[src/rtl/game_pkg.sv]
// Shared definitions for the pac-man game state controller: FSM encoding,
// sprite direction codes, default scoring and a small popcount helper.
package game_pkg;

  // FSM state encoding, also visible on the state output port
  typedef enum logic [2:0] {
    ST_IDLE     = 3'd0,
    ST_PLAY     = 3'd1,
    ST_DYING    = 3'd2,
    ST_GAMEOVER = 3'd3,
    ST_WIN      = 3'd4
  } state_e;

  // One-hot sprite direction codes shared with the movement logic
  localparam logic [3:0] DIR_RIGHT = 4'b0001;
  localparam logic [3:0] DIR_UP    = 4'b0010;
  localparam logic [3:0] DIR_DOWN  = 4'b0100;
  localparam logic [3:0] DIR_LEFT  = 4'b1000;

  // Default point values per scoring event
  localparam int DEF_FOOD_PTS   = 1;
  localparam int DEF_PELLET_PTS = 5;
  localparam int DEF_GHOST_PTS  = 20;

  // Default timer durations, in game ticks
  localparam int DEF_FRIGHT_TICKS = 256;
  localparam int DEF_DEATH_TICKS  = 64;

  // Number of set bits in an 8-bit ghost collision vector
  function automatic logic [3:0] popcount8(input logic [7:0] v);
    logic [3:0] c;
    c = '0;
    for (int i = 0; i < 8; i++) begin
      c = c + {3'b000, v[i]};
    end
    return c;
  endfunction

endpackage

[src/rtl/game_state_ctrl_tick_timer.sv]
// Loadable down-counter that only moves on enabled cycles. Reports when it
// is empty and when the next enabled step will empty it.
module tick_timer #(
  parameter int W        = 8,
  parameter int LOAD_VAL = 1
) (
  input  logic clk,
  input  logic rst,
  input  logic clr,     // highest priority: force to zero
  input  logic load,    // reload with LOAD_VAL
  input  logic en,      // one decrement step (held at zero)
  output logic zero_o,
  output logic last_o
);

  logic [W-1:0] cnt_q, cnt_d;

  // Next count: clear beats load beats decrement
  always_comb begin
    cnt_d = cnt_q;
    if (clr) begin
      cnt_d = '0;
    end else if (load) begin
      cnt_d = W'(LOAD_VAL);
    end else if (en && (cnt_q != '0)) begin
      cnt_d = cnt_q - W'(1);
    end
  end

  // Count register
  always_ff @(posedge clk) begin
    if (rst) begin
      cnt_q <= '0;
    end else begin
      cnt_q <= cnt_d;
    end
  end

  assign zero_o = (cnt_q == '0);
  assign last_o = (cnt_q == W'(1));

endmodule

[src/rtl/game_state_ctrl.sv]
// Game state controller: tracks score, lives, remaining food and the
// frightened / death timers, and sequences IDLE/PLAY/DYING/GAMEOVER/WIN.
// Every output comes from a register; inputs only feed next-state logic.
module game_state_ctrl
  import game_pkg::*;
#(
  parameter int NUM_GHOSTS   = 4,
  parameter int LIVES        = 3,
  parameter int SCORE_W      = 12,
  parameter int TOTAL_FOOD   = 300,
  parameter int FOOD_PTS     = DEF_FOOD_PTS,
  parameter int PELLET_PTS   = DEF_PELLET_PTS,
  parameter int GHOST_PTS    = DEF_GHOST_PTS,
  parameter int FRIGHT_TICKS = DEF_FRIGHT_TICKS,
  parameter int DEATH_TICKS  = DEF_DEATH_TICKS
) (
  input  logic                            clk,
  input  logic                            rst,
  input  logic                            tick,
  input  logic                            start,
  input  logic                            food_eaten,
  input  logic                            pellet_eaten,
  input  logic [NUM_GHOSTS-1:0]           ghost_hit,
  output logic [2:0]                      state,
  output logic [2:0]                      lives_left,
  output logic [SCORE_W-1:0]              score,
  output logic [$clog2(TOTAL_FOOD+1)-1:0] food_left,
  output logic                            frightened,
  output logic [NUM_GHOSTS-1:0]           ghost_eaten,
  output logic                            respawn_req
);

  localparam int FOOD_W   = $clog2(TOTAL_FOOD + 1);
  localparam int FR_W     = $clog2(FRIGHT_TICKS + 1);
  localparam int DT_W     = $clog2(DEATH_TICKS + 1);
  // Wide enough that score plus one tick's worth of points cannot wrap
  localparam int SUM_W    = SCORE_W + 32;
  localparam logic [SCORE_W-1:0] SCORE_MAX = '1;

  state_e                  state_q, state_d;
  logic [2:0]              lives_q, lives_d;
  logic [SCORE_W-1:0]      score_q, score_d;
  logic [FOOD_W-1:0]       food_q, food_d;
  logic [NUM_GHOSTS-1:0]   ghost_eaten_q, ghost_eaten_d;
  logic                    respawn_q, respawn_d;

  // Timer controls and flags
  logic fr_clr, fr_load, fr_en, fr_zero, fr_last_unused;
  logic dt_clr, dt_load, dt_en, dt_zero, dt_last;

  // Per-tick event arithmetic
  logic                    fright_now;
  logic [NUM_GHOSTS-1:0]   ghost_credit;
  logic [7:0]              ghost_credit8;
  logic [1:0]              items;
  logic [31:0]             add_pts;
  logic [SUM_W-1:0]        score_sum;
  logic [SCORE_W-1:0]      score_sat;
  logic [FOOD_W-1:0]       food_sub;
  logic                    lethal;

  // Ghosts are edible only if the timer was running before this tick, so a
  // pellet eaten in the same tick never protects against a collision.
  assign fright_now = !fr_zero;

  // A ghost is eaten on a channel that collides while ghosts are frightened
  generate
    for (genvar gi = 0; gi < NUM_GHOSTS; gi++) begin : g_credit
      assign ghost_credit[gi] = fright_now & ghost_hit[gi];
    end
  endgenerate

  assign ghost_credit8 = 8'(ghost_credit);
  assign lethal        = !fright_now && (|ghost_hit);

  tick_timer #(
    .W        (FR_W),
    .LOAD_VAL (FRIGHT_TICKS)
  ) u_fright_timer (
    .clk    (clk),
    .rst    (rst),
    .clr    (fr_clr),
    .load   (fr_load),
    .en     (fr_en),
    .zero_o (fr_zero),
    .last_o (fr_last_unused)
  );

  tick_timer #(
    .W        (DT_W),
    .LOAD_VAL (DEATH_TICKS)
  ) u_death_timer (
    .clk    (clk),
    .rst    (rst),
    .clr    (dt_clr),
    .load   (dt_load),
    .en     (dt_en),
    .zero_o (dt_zero),
    .last_o (dt_last)
  );

  // Saturating score and food updates for the current tick's events
  always_comb begin
    items   = {1'b0, food_eaten} + {1'b0, pellet_eaten};
    add_pts = (food_eaten   ? 32'(FOOD_PTS)   : 32'd0)
            + (pellet_eaten ? 32'(PELLET_PTS) : 32'd0)
            + 32'(GHOST_PTS) * 32'(popcount8(ghost_credit8));
    score_sum = SUM_W'(score_q) + SUM_W'(add_pts);
    if (score_sum > SUM_W'(SCORE_MAX)) begin
      score_sat = SCORE_MAX;
    end else begin
      score_sat = score_sum[SCORE_W-1:0];
    end
    if (32'(food_q) > 32'(items)) begin
      food_sub = food_q - FOOD_W'(items);
    end else begin
      food_sub = '0;
    end
  end

  // Next-state logic for the game FSM, counters and timer controls
  always_comb begin
    state_d       = state_q;
    lives_d       = lives_q;
    score_d       = score_q;
    food_d        = food_q;
    ghost_eaten_d = '0;
    respawn_d     = 1'b0;
    fr_clr        = 1'b0;
    fr_load       = 1'b0;
    fr_en         = 1'b0;
    dt_clr        = 1'b0;
    dt_load       = 1'b0;
    dt_en         = 1'b0;

    case (state_q)
      ST_IDLE: begin
        score_d = '0;
        lives_d = 3'(LIVES);
        food_d  = FOOD_W'(TOTAL_FOOD);
        fr_clr  = 1'b1;
        dt_clr  = 1'b1;
        if (start) begin
          state_d   = ST_PLAY;
          respawn_d = 1'b1;
        end
      end

      ST_PLAY: begin
        if (tick) begin
          score_d       = score_sat;
          food_d        = food_sub;
          ghost_eaten_d = ghost_credit;
          if (pellet_eaten) begin
            fr_load = 1'b1;
          end else begin
            fr_en = 1'b1;
          end
          // Clearing the board wins even if a ghost was lethal this tick
          if (food_sub == '0) begin
            state_d = ST_WIN;
            fr_clr  = 1'b1;
          end else if (lethal) begin
            state_d = ST_DYING;
            fr_clr  = 1'b1;
            dt_load = 1'b1;
            if (lives_q != 3'd0) begin
              lives_d = lives_q - 3'd1;
            end
          end
        end
      end

      ST_DYING: begin
        // Frightened timer is already clear on entry and stays frozen here
        if (tick) begin
          dt_en = 1'b1;
          if (dt_last || dt_zero) begin
            dt_clr    = 1'b1;
            respawn_d = 1'b1;
            state_d   = (lives_q != 3'd0) ? ST_PLAY : ST_GAMEOVER;
          end
        end
      end

      ST_GAMEOVER, ST_WIN: begin
        fr_clr = 1'b1;
        dt_clr = 1'b1;
        if (start) begin
          state_d = ST_IDLE;
          score_d = '0;
          lives_d = 3'(LIVES);
          food_d  = FOOD_W'(TOTAL_FOOD);
        end
      end

      default: begin
        state_d = ST_IDLE;
        fr_clr  = 1'b1;
        dt_clr  = 1'b1;
      end
    endcase
  end

  // FSM and output registers
  always_ff @(posedge clk) begin
    if (rst) begin
      state_q       <= ST_IDLE;
      lives_q       <= 3'(LIVES);
      score_q       <= '0;
      food_q        <= FOOD_W'(TOTAL_FOOD);
      ghost_eaten_q <= '0;
      respawn_q     <= 1'b0;
    end else begin
      state_q       <= state_d;
      lives_q       <= lives_d;
      score_q       <= score_d;
      food_q        <= food_d;
      ghost_eaten_q <= ghost_eaten_d;
      respawn_q     <= respawn_d;
    end
  end

  assign state       = state_q;
  assign lives_left  = lives_q;
  assign score       = score_q;
  assign food_left   = food_q;
  assign frightened  = fright_now;
  assign ghost_eaten = ghost_eaten_q;
  assign respawn_req = respawn_q;

endmodule
[config.mk]
export PLATFORM = sky130hd
export DESIGN_NAME = game_state_ctrl
export DESIGN_NICKNAME = d
export VERILOG_FILES = /design/src/rtl/game_pkg.sv /design/src/rtl/game_state_ctrl_tick_timer.sv /design/src/rtl/game_state_ctrl.sv
export SDC_FILE = /design/constraint.sdc
export NUM_CORES = 1
export LEC_CHECK = 0
export ABC_AREA = 1
export BUFFER_PORTS_ARGS = -buffer_cell sky130_fd_sc_hd__buf_2
export CAP_MARGIN = 5
export CORE_MARGIN = 4
export CORE_UTILIZATION = 42
export DETAILED_ROUTE_END_ITERATION = 7
export PLACE_DENSITY = 0.69
export SLEW_MARGIN = 40
export SYNTH_ARGS = -nofsm -noshare
export SYNTH_HDL_FRONTEND = slang
export SYNTH_HIERARCHICAL = 1
export SYNTH_SLANG_ARGS = --single-unit
[constraint.sdc]
create_clock -name clk -period 5.4 [get_ports clk]
set_clock_uncertainty 0.2 [all_clocks]
set_input_delay 0.27 -clock clk [delete_from_list [all_inputs] [get_ports clk]]
set_output_delay 0.27 -clock clk [all_outputs]
set_load 0.03 [all_outputs]
==> flow_summary.yaml, run 1 <==
drt:
  drt.antenna.violating_nets: 0
  dr.pass1.iters: 4
  drcViolationCount: 0
  wl_um: 7250
  drt_iter0_drc: 100
  vias: 3115
  wl_per_cell_um: 11.6
  post_drt_via_cell_ratio: 4.99
place:
  dpl.hpwl_um: 5650
  port_buffers: 42
  gp_congestion: 0.865
  placedCellCount: 616
cts:
  cts_inserted_buffers: 5
  cts_resized: 0
  path_clk_slew_ps: 100
  cts_buffer_depth: 2
  root_buffer: "clkbuf_8"
  htree_levels: 2
  cts_setup_buffers: 0
  ctsHoldBuffers: 0
  cts.sinks: 48
  insertion_delay_ps: 310
  cts_tree: "done"
global_routing:
  use_met3: 0.0260
  grt_max_degree: 25
  busiest_layer: "met2"
  grt_util_all_layers: 0.156
  grt_pass1_vias: 2888
  grt_antenna_before_repair: 0
  grt-ovfl-total: 0
  grt_pass1_wl_um: 12500
  use_met2: 0.261
  grtUsageMet1: 0.205
power:
  irDropWorstVdd_mv: 0.246
  clock_power_share: 0.200
  sequentialPowerShare: 0.375
  leakagePower_nw: 1.83
  pwr-share-comb: 0.425
  p_int_mw: 0.632
  p_sw_frac: 0.445
  power_density_nw_per_um2: 305
  p_switching_mw: 0.506
cells_and_area:
  final_layout_size_suffix_gt1_frac: 0.180
  diodes: 0
  stdcell_count: 624
  nets: 562
  syn2layout_area_growth_pct: 12.0
die:
  num_io_pins: 43
  core_um2: 7730
  start_util: 0.431
  rows: 32
  dieArea_um2: 9420
  die_h_um: 97.0
  die_w_um: 97.0
worst_setup_path:
  critPathKind: "reg2reg"
  end_kind: "flip-flop"
  critPathRequiredTime_ps: 5440
  cp_slowest_cell: "fa_1"
  crit_top_cell: "ha_1"
  start_kind: "flip-flop"
  max_stage_delay_ps: 550
  rr_worst_depth: 25
  crit_path_max_fanout: 5
  regToRegSetupSlack_ps: 700
  cp_data_arrival_time_ps: 4740
sta:
  final-hold-violation-count: 0
  period_share: 0.870
  max_freq_ghz: 0.213
  min_period_ps: 4700
  worstMarginPinSlew_ps: 752
  rsz0062_at_grt: "no"
  setup-violations-final: 0
  timing.setup.tns_ps: 0
  relSlewSlack: 0.498
  drv_slew: 0
synthesis:
  synth_warnings: 6
  netlist_area_um2: 3330
  synthCells: 478
  synth_fp_nets: 519
  synth_area_per_cell_um2: 6.97
flow_run:
  maxCapViolCount: 0
hold_path:
  min_path_cells: 3
  hold_path.class: "in2reg"
outcome:
  status: "finished clean"
state kept, by name, summed over array words and instances, names as in the netlist:
| register | flops |
|---|---|
| u_fright_timer/cnt_q | 9 |
| state | 3 |
| food_left | 9 |
| lives_left | 3 |
| score | 12 |
| u_death_timer/cnt_q | 7 |
| ghost_eaten | 4 |
| respawn_req | 1 |
cells in the final DEF (no fill, tap or decap), drive strengths merged, types with 3 or more instances in the layout:
cell type,n
dfxtp,48
clkbuf,7
a21oi,45
inv,69
ha,27
buf,43
nor2,53
nand3,35
o21ai,22
xnor2,6
nand4,4
xor2,11
nor3,8
fa,4
nand2,129
o21bai,3
per-layer routing:
metal | vias to the layer above | part of all wire
met5 | - | 0
met4 | 0 | 0.013
met3 | 9 | 0.035
met2 | 56 | 0.46
met1 | 1444 | 0.49
li1 | 1606 | -
critical path: cells and delay by family, from the launching register on:
kind | cells | cell delay (ps)
adders and majority gates | 7 | 2210
and+or+nand+nor | 10 | 990
AOI/OAI and AO/OA | 4 | 610
DFF | 1 | 330
buffers and inverters | 4 | 320
final cells by class:
class / instances / area [um^2]
Timing Repair Buffer: 43 / 218
Fill cell: 808 / 4000
Tap cell: 102 / 128
Clock inverter: 1 / 7.51
Clock buffer: 7 / 86.3
Sequential cell: 48 / 961
Multi-Input combinational cell: 353 / 2050
Inverter: 70 / 280
power groups by stage:
stage                     logic (mW)  registers (mW)  clock network [mW]
after global placement         0.478           0.432                   0
after CTS                      0.487           0.426               0.234
final                          0.484           0.427               0.228
after detailed placement       0.485           0.434                   0
after floorplan                0.324           0.483                   0
after global routing           0.546           0.433               0.249
final timing paths:
check                                        from                              endpoint
max          u_fright_timer/cnt_q[0]$_SDFFE_PP0P_                 score[2]$_SDFFE_PP0P_
min                                  ghost_hit[2]             ghost_eaten[2]$_SDFF_PP0_
max reg2reg  u_fright_timer/cnt_q[0]$_SDFFE_PP0P_                 score[2]$_SDFFE_PP0P_
min reg2reg  u_fright_timer/cnt_q[0]$_SDFFE_PP0P_  u_fright_timer/cnt_q[0]$_SDFFE_PP0P_
per-stage QoR:
step	hold WS [ps]	worst slack, ps	total power, mW	area, um^2	utilization
2_1_floorplan	210	890	0.807	3330	-
3_3_place_gp	254	886	0.910	3630	0.470
3_5_place_dp	258	733	0.918	3630	0.470
4_1_cts	44.6	717	1.15	3730	0.482
5_1_grt	82.4	265	1.23	3730	0.482
6_report	57.1	703	1.14	3730	0.482
(Power assumes the default switching activity.)
==> run 2: changes to the inputs <==
- CORE_UTILIZATION: 42 -> 35
- PLACE_DENSITY: 0.69 -> 0.58
- SLEW_MARGIN: 40 -> 20
==> run 2 against run 1 <==
  * First-iteration DRC count is 25% lower
  * Non-clock buffer count unchanged
  * Die area grew 18%
  * Worst hold slack worse by 15 ps
  * Global-route usage is 1.8 points lower
  * Maximum frequency is 0.31% higher
  * Via count fell by 2.8%
  * Critical path depth unchanged
  * Critical path type unchanged
  * Critical endpoint unchanged
  * Highest routed layer unchanged
==> flow_summary.yaml, run 2 (synthesized netlist as in run 1, its figures left out) <==
outcome:
  status: "finished clean"
power:
  leakagePower_nw: 1.84
  irDropWorstVdd_mv: 0.276
  power_density_nw_per_um2: 302
cells_and_area:
  mostFrequentLayoutCells: "nand2_1, inv_1, dfxtp_1, nor2_1"
  final_layout_size_suffix_gt1_frac: 0.178
  diodes: 0
  largest_reg_flops: 12
  fillers: 1000
  nets: 562
  stdcell_count: 651
  syn2layout_area_growth_pct: 12.9
  final_common_cell: "nand2_1"
  multiInputGateArea_um2: 2050
  regArea_um2: 961
place:
  dpl.hpwl_um: 5690
  port_buffers: 42
  placedCellCount: 643
  gp_congestion: 0.858
cts:
  cts_tree: "done"
  path_clk_slew_ps: 90
  cts_resized: 0
  cts_buffer_depth: 2
  cts_inserted_buffers: 5
  cts_setup_buffers: 0
  root_buffer: "clkbuf_8"
  insertion_delay_ps: 300
  cts.sinks: 48
  ctsHoldBuffers: 0
  htree_levels: 2
worst_setup_path:
  crit_path_max_fanout: 5
  critical-path-top-delay-family: "adder cells"
  cp_data_arrival_time_ps: 4720
  start_kind: "flip-flop"
  max_stage_delay_ps: 540
  end_kind: "flip-flop"
  critPathKind: "reg2reg"
  crit_buf_inv: 4
  critPathRequiredTime_ps: 5440
  crit_top_cell: "ha_1"
  cp_slowest_cell: "fa_1"
global_routing:
  grt_pass1_wl_um: 13000
  grt_pass1_vias: 2843
  grt-ovfl-total: 0
  grt_util_all_layers: 0.137
  grt_max_degree: 25
  grt_antenna_before_repair: 0
die:
  dieArea_um2: 11100
  rows: 35
  die_h_um: 106
  start_util: 0.360
  num_io_pins: 43
  die_w_um: 106
  core_um2: 9240
sta:
  timing.setup.tns_ps: 0
  worstMarginPinSlew_ps: 742
  drv_slew: 0
  period_share: 0.867
  max_freq_ghz: 0.214
  rsz0062_at_grt: "no"
  min_period_ps: 4680
  final-hold-violation-count: 0
  setup-violations-final: 0
  relSlewSlack: 0.505
drt:
  wl_um: 7340
  drt.antenna.violating_nets: 0
  wl_per_cell_um: 11.3
  drt_iter0_drc: 75
  post_drt_via_cell_ratio: 4.65
  drcViolationCount: 0
  dr.pass1.iters: 4
  vias: 3029
hold_path:
  hold_path.class: "in2reg"
flow_run:
  maxCapViolCount: 0
## run 2: per-layer routing
layer	vias up	share of wire	track usage
li1	1614	-	-
met1	1344	0.51	0.189
met4	0	0.017	0.0453
met3	10	0.037	0.0202
met5	-	0	0
met2	61	0.44	0.220
## run 2: path summary, 6_finish.rpt
| kind | endpoint | slack, ps | startpoint | cells past startpoint |
|---|---|---|---|---|
| worst max-delay path | score[2]$_SDFFE_PP0P_ | 720 | u_fright_timer/cnt_q[0]$_SDFFE_PP0P_ | 25 |
| worst min-delay path | ghost_eaten[2]$_SDFF_PP0_ | 40 | ghost_hit[2] | 3 |
| worst max register to register | score[2]$_SDFFE_PP0P_ | 720 | u_fright_timer/cnt_q[0]$_SDFFE_PP0P_ | 25 |
| worst min register to register | u_fright_timer/cnt_q[0]$_SDFFE_PP0P_ | 280 | u_fright_timer/cnt_q[0]$_SDFFE_PP0P_ | 2 |
## run 2: cell type report
type,count,area share
clock buffer,8,0.0240
inverter,70,0.0746
multi-input combinational,353,0.545
sequential,48,0.256
tap,129,0.0430
timing repair buffer,43,0.0579
## run 2: where the power goes
part           internal (mW)  switching (mW)
clock network          0.105           0.119
logic                  0.142           0.343
registers              0.386          0.0401
total                  0.632           0.503
## run 2: through the flow
stage | setup slack, ps | instance area, um^2 | utilization | total power, mW | hold slack [ps]
after CTS | 706 | 3760 | 0.407 | 1.15 | 29.7
after global routing | 313 | 3760 | 0.407 | 1.23 | 54.9
after floorplan | 890 | 3330 | - | 0.807 | 210
after global placement | 866 | 3670 | 0.397 | 0.919 | 254
final | 718 | 3760 | 0.407 | 1.13 | 42.3
after detailed placement | 725 | 3670 | 0.397 | 0.922 | 264
## run 2: worst register-to-register path: stages (launching register included)
cell and delay [ps]:
dfxtp_1 340, inv_1 90, ha_1 200, nand2_1 70
nor2_2 50, nand2_4 80, inv_1 70, inv_1 120
nand2_1 110, fa_1 540, inv_1 40, ha_1 190
ha_1 310, ha_1 300, ha_1 270, ha_1 340
nand2_1 80, nor2_1 110, nand2_1 60, o211ai_1 140
nand3_1 110, a21oi_1 210, nand2_1 110, nor2_1 220
o21ai_0 120, a21oi_1 120
